`src/rtl/reorder_buffer.sv`:
```
// Circular reorder buffer with an in-order commit FSM that emits a one-cycle register-file strobe.
// Optional build macro ROB_X0_FILTER_EN suppresses the write strobe for entries whose dest is register 0.
module reorder_buffer #(
  parameter int DEPTH = 8,
  parameter int TAGW  = 3
) (
  input  logic            clk,
  input  logic            rst,
  input  logic            allocValid,
  input  logic [4:0]      allocDest,
  input  logic [2:0]      allocType,
  output logic            allocReady,
  output logic [TAGW-1:0] allocTag,
  input  logic            completeValid,
  input  logic [TAGW-1:0] completeTag,
  input  logic [31:0]     completeData,
  input  logic            flush,
  output logic            ROBwriteEnable,
  output logic [31:0]     ROBwriteData,
  output logic [4:0]      ROBwriteIndex,
  output logic [2:0]      ROBwriteType,
  output logic [TAGW:0]   count
);

  typedef enum logic {IDLE, STROBE} state_e;

  localparam logic [TAGW:0] DEPTH_CNT = (TAGW+1)'(DEPTH);

  state_e            state_q, state_d;
  logic [TAGW-1:0]   head_q, head_d;
  logic [TAGW-1:0]   tail_q, tail_d;
  logic [TAGW:0]     count_q, count_d;
  logic [DEPTH-1:0]  valid_q, valid_d;
  logic [DEPTH-1:0]  done_q, done_d;
  logic [4:0]        dest_q [DEPTH];
  logic [4:0]        dest_d [DEPTH];
  logic [2:0]        type_q [DEPTH];
  logic [2:0]        type_d [DEPTH];
  logic [31:0]       data_q [DEPTH];
  logic [31:0]       data_d [DEPTH];

  logic              wen_q, wen_d;
  logic [31:0]       wdata_q, wdata_d;
  logic [4:0]        widx_q, widx_d;
  logic [2:0]        wtype_q, wtype_d;

  logic              alloc_fire;
  logic              comp_fire;
  logic              comp_head;
  logic              head_done;
  logic [31:0]       head_data;
  logic              commit;
  logic              wr_ok;

  assign allocReady     = (count_q < DEPTH_CNT);
  assign allocTag       = tail_q;
  assign count          = count_q;
  assign ROBwriteEnable = wen_q;
  assign ROBwriteData   = wdata_q;
  assign ROBwriteIndex  = widx_q;
  assign ROBwriteType   = wtype_q;

`ifdef ROB_X0_FILTER_EN
  assign wr_ok = (dest_q[head_q] != 5'd0);
`else
  assign wr_ok = 1'b1;
`endif

  always_comb begin
    state_d = state_q;
    head_d  = head_q;
    tail_d  = tail_q;
    count_d = count_q;
    valid_d = valid_q;
    done_d  = done_q;
    dest_d  = dest_q;
    type_d  = type_q;
    data_d  = data_q;
    wen_d   = 1'b0;
    wdata_d = wdata_q;
    widx_d  = widx_q;
    wtype_d = wtype_q;

    alloc_fire = allocValid && allocReady && !flush;
    comp_fire  = completeValid && valid_q[completeTag] && !flush
                 && !(alloc_fire && (completeTag == tail_q));
    // A completion landing on the head this cycle is forwarded so it commits next cycle.
    comp_head  = comp_fire && (completeTag == head_q);
    head_done  = done_q[head_q] || comp_head;
    head_data  = comp_head ? completeData : data_q[head_q];
    commit     = (state_q == IDLE) && valid_q[head_q] && head_done && !flush;

    if (comp_fire) begin
      done_d[completeTag] = 1'b1;
      data_d[completeTag] = completeData;
    end

    if (alloc_fire) begin
      valid_d[tail_q] = 1'b1;
      done_d[tail_q]  = 1'b0;
      dest_d[tail_q]  = allocDest;
      type_d[tail_q]  = allocType;
      tail_d          = tail_q + 1'b1;
    end

    // Commit stage: IDLE launches the strobe, STROBE forces the mandatory low cycle.
    case (state_q)
      IDLE: begin
        if (commit) begin
          valid_d[head_q] = 1'b0;
          done_d[head_q]  = 1'b0;
          head_d          = head_q + 1'b1;
          state_d         = STROBE;
          if (wr_ok) begin
            wen_d   = 1'b1;
            wdata_d = head_data;
            widx_d  = dest_q[head_q];
            wtype_d = type_q[head_q];
          end
        end
      end
      default: state_d = IDLE;
    endcase

    case ({alloc_fire, commit})
      2'b10:   count_d = count_q + 1'b1;
      2'b01:   count_d = count_q - 1'b1;
      default: count_d = count_q;
    endcase

    if (flush) begin
      valid_d = '0;
      done_d  = '0;
      head_d  = '0;
      tail_d  = '0;
      count_d = '0;
      state_d = IDLE;
      wen_d   = 1'b0;
    end
  end

  always_ff @(posedge clk) begin
    if (rst) begin
      state_q <= IDLE;
      head_q  <= '0;
      tail_q  <= '0;
      count_q <= '0;
      valid_q <= '0;
      done_q  <= '0;
      wen_q   <= 1'b0;
      wdata_q <= '0;
      widx_q  <= '0;
      wtype_q <= '0;
    end else begin
      state_q <= state_d;
      head_q  <= head_d;
      tail_q  <= tail_d;
      count_q <= count_d;
      valid_q <= valid_d;
      done_q  <= done_d;
      wen_q   <= wen_d;
      wdata_q <= wdata_d;
      widx_q  <= widx_d;
      wtype_q <= wtype_d;
    end
  end

  // Entry payload is qualified by valid/done, so it needs no reset.
  always_ff @(posedge clk) begin
    dest_q <= dest_d;
    type_q <= type_d;
    data_q <= data_d;
  end

endmodule

```
`config.mk`:
```
export PLATFORM = sky130hd
export DESIGN_NAME = reorder_buffer
export DESIGN_NICKNAME = d
export VERILOG_FILES = /design/src/rtl/reorder_buffer.sv
export SDC_FILE = /design/constraint.sdc
export NUM_CORES = 1
export LEC_CHECK = 0
export ABC_AREA = 0
export ABC_CLOCK_PERIOD_IN_PS = 11700
export CORE_MARGIN = 5
export CORE_UTILIZATION = 39
export CTS_CLUSTER_DIAMETER = 150
export DETAILED_ROUTE_END_ITERATION = 8
export SYNTH_ARGS = -nofsm -noshare
export SYNTH_HDL_FRONTEND = slang
export SYNTH_SLANG_ARGS = --single-unit
```
`constraint.sdc`:
```
create_clock -name clk -period 11.7 [get_ports clk]
set_input_delay 1.17 -clock clk [delete_from_list [all_inputs] [get_ports clk]]
set_output_delay 1.17 -clock clk [all_outputs]
set_load 0.03 [all_outputs]
```
==> flow_summary.ini <==
[worst_setup_path]
end_kind = register
crit_chain = clkdlybuf4s50_1 -> xor2_1 -> o41ai_4 -> o31a_2 -> nor2_1 -> ha_1 -> xor2_1 -> ha_1 -> a21oi_1 -> xor2_1 -> or3_1 -> a21oi_1
arrival_ps = 5070
cp_slowest_stage_delay_ps = 890
cpMostUsedCell = xor2_1
worst_ep_required_time_ps = 12150
startpoint_type = input pin
crit_family = simple AND/OR/NAND/NOR gates
r2r_slack_ps = 7630
crit_type = in -> reg
cp_num_buf_inv = 1
slowest_stage = clkdlybuf4s50_1
cp_max_fo = 15

[placement]
dp_hpwl_mm = 19.5
dp.cells = 1490
pre_cts_ws_ps = 6580
portBuffers = 96
place_congestion = 0.806

[floorplanning]
pin_count = 97
die_w_um = 209
die_y_um = 209
start_util = 0.396
row_count = 72
dieArea_mm2 = 0.0436
coreArea_mm2 = 0.0389

[layout]
area_growth_pct = 19.0
layout-drive-gt1-share = 0.160
final_cells = 1564
antennaDiodeCount = 0
n_fill_cell = 3374
nets = 1067

[clock_tree]
ctsResizeCount = 0
cts_root_buf = clkbuf_16
cts_buffer_depth = 3
numCtsBuffers = 40
post-cts-setup-buffer-count = 0
ctsHtreeMaxLevel = 2
clkSinkCount = 387
clk_pin_slew_ps = 60
tritoncts = yes
clk_latency_ps = 540
holdBufCountCts = 0

[timing]
holdWs_ps = 467
setup_viol = 0
clock.fmax_mhz = 217
max_slew.worst_pin.slew_ps = 1050
timing.final.ws_setup_ps = 7080
drv_slew = 0
slew_headroom = 0.295
rsz0062_at_grt = false
tns_ps = 0
period_needed_ps = 4620
finalHoldViolCount = 0
skew_ps = 20.0
period_share = 0.395

[synth]
netlist_area_mm2 = 0.0154
syn_inst = 909
avgSynthCellArea_um2 = 17.0
syn_nets = 962
yosysWarnings = 0
ys_seq_area_frac = 0.711
synth_seq_cells = 387
synth.distinct_cells = 53

[power_and_ir_drop]
power.leakage_nw = 5.79
power.density_mw_per_mm2 = 153
vdd_ir_drop_max_uv = 118

[global_routing]
overflow = 0
grt_pass1_vias = 8785
grt_usage = 0.161
grt_pass1_wl_mm = 54.7
grt_start_max_net_pins = 45
antenna_found_initial = 1

[flow_run]
maxCapViolations = 0

[drt]
first_iter_violations = 638
first_pass_iters = 5
ant_nets = 0
via_count = 8635
drt-total-wl_mm = 35.9
wl_per_cell_um = 23.0
drc = 0
routed_via_density = 5.52

[min_path]
hp-class = reg -> reg

[status]
outcome = completed
## sequential cells by signal (all words and copies together) (netlist names)
signal	flops
ROBwriteData	32
ROBwriteEnable	1
ROBwriteIndex	5
ROBwriteType	3
allocTag	3
count	4
data_q	256
dest_q	40
done_q	8
head_q	3
type_q	24
valid_q	8
## Yosys cell counts (all sizes together)
cell type / count / area (µm²)
nand2: 15 / 58.8
a31oi: 3 / 18.8
o211a: 1 / 10.0
nand2b: 4 / 25.0
o211ai: 2 / 15.0
o41ai: 1 / 27.5
a211o: 8 / 70.1
xnor2: 2 / 17.5
a22oi: 34 / 255
nand3: 1 / 5.00
a22o: 1 / 8.76
or3: 2 / 12.5
mux2i: 76 / 761
nor3b: 1 / 18.8
or2b: 1 / 7.51
o2bb2ai: 1 / 8.76
a21boi: 1 / 7.51
nor2: 56 / 210
and4: 34 / 298
mux2: 6 / 67.6
o31ai: 3 / 27.5
nand4: 2 / 12.5
nor4: 3 / 18.8
dfxtp: 67 / 1340
o21a: 3 / 22.5
a21oi: 23 / 119
nor3: 9 / 55.1
a2111oi: 4 / 60.1
mux4: 50 / 1130
ha: 5 / 62.6
o21ai: 39 / 195
a211oi: 21 / 158
nor2b: 5 / 31.3
edfxtp: 320 / 9610
xor2: 8 / 70.1
or2: 1 / 6.26
a221o: 26 / 260
nor4b: 1 / 8.76
o31a: 1 / 10.0
clkbuf: 28 / 106
buf: 33 / 181
inv: 7 / 26.3
## layout by cell type, fill, tap and decap left out, types with 4 or more instances in the layout
| cell type | instances |
|---|---|
| a2111oi_2 | 4 |
| a211o_1 | 8 |
| a211oi_1 | 21 |
| a21oi_1 | 22 |
| a221o_1 | 26 |
| a22oi_1 | 34 |
| and4_1 | 34 |
| buf_4 | 28 |
| clkbuf_1 | 13 |
| clkbuf_16 | 41 |
| clkdlybuf4s50_1 | 96 |
| clkinv_2 | 8 |
| dfxtp_1 | 65 |
| edfxtp_1 | 320 |
| ha_1 | 5 |
| inv_1 | 6 |
| mux2_2 | 5 |
| mux2i_1 | 76 |
| mux4_2 | 50 |
| nand2_1 | 14 |
| nand2b_1 | 4 |
| nor2_1 | 49 |
| nor2_4 | 7 |
| nor2b_1 | 4 |
| nor3_1 | 5 |
| o21ai_0 | 38 |
| xor2_1 | 8 |
## final timing paths
kind	from	endpoint	cells after the start
worst max-delay path	completeTag[1]	count[2]$_SDFFE_PP0P_	12
worst min-delay path	ROBwriteData[1]$_SDFFE_PP0P_	ROBwriteData[1]$_SDFFE_PP0P_	1
worst max register to register	head_q[2]$_SDFFE_PP0P_	count[2]$_SDFFE_PP0P_	12
worst min register to register	ROBwriteData[1]$_SDFFE_PP0P_	ROBwriteData[1]$_SDFFE_PP0P_	1
## final cells by class
type                    instances  area (µm²)  share of cell area
flip-flops and latches        387       11000               0.597
multi-input cells             454        4230               0.231
repair buffers                124        1170              0.0638
clock buffers                  57        1120              0.0608
well taps                     518         648              0.0353
clock inverters                17         196              0.0107
inverters                       7        26.3             0.00143
## cells by family (layout without fill, tap and decap cells)
logic type      after synthesis  after routing  share of synthesized area
buf+inv                      68            205                     0.0204
compound gates              172            172                     0.0826
flops                       387            387                      0.711
xor+xnor                     10             10                    0.00568
fa+ha+maj                     5              5                    0.00406
simple gates                135            135                     0.0499
mux                         132            132                      0.127
## worst reg2reg max path: cells and delay by family (launching register included)
family / cells / cell delay [ps]
buf+inv: 2 / 1100
xor+xnor: 2 / 340
flops: 1 / 310
simple gates: 2 / 1030
mux: 1 / 280
fa+ha+maj: 2 / 570
compound gates: 3 / 390
## metal layers
layer,wire [µm],part of all wire,track usage
met5,13,0.00036,0
met3,1890,0.053,0.0300
met1,16300,0.45,0.227
met2,17200,0.48,0.264
met4,489,0.014,0.0313
## power by group
part / leakage, nW / internal [mW] / total, mW / switching, mW
clock network: 0.643 / 0.738 / 1.26 / 0.518
registers: 3.42 / 1.49 / 1.49 / 0.00123
logic: 1.72 / 0.0216 / 0.0608 / 0.0392
total: 5.79 / 2.25 / 2.81 / 0.559
## stage by stage
stage          utilization  power [mW]  instance area (µm²)
6_report             0.471        2.81                18300
5_1_grt              0.471        2.91                18300
4_1_cts              0.471        2.84                18300
3_5_place_dp         0.438        1.58                17000
3_3_place_gp         0.438        1.58                17000
2_1_floorplan            -        1.54                15400
Power figures use the tool's default switching activity.
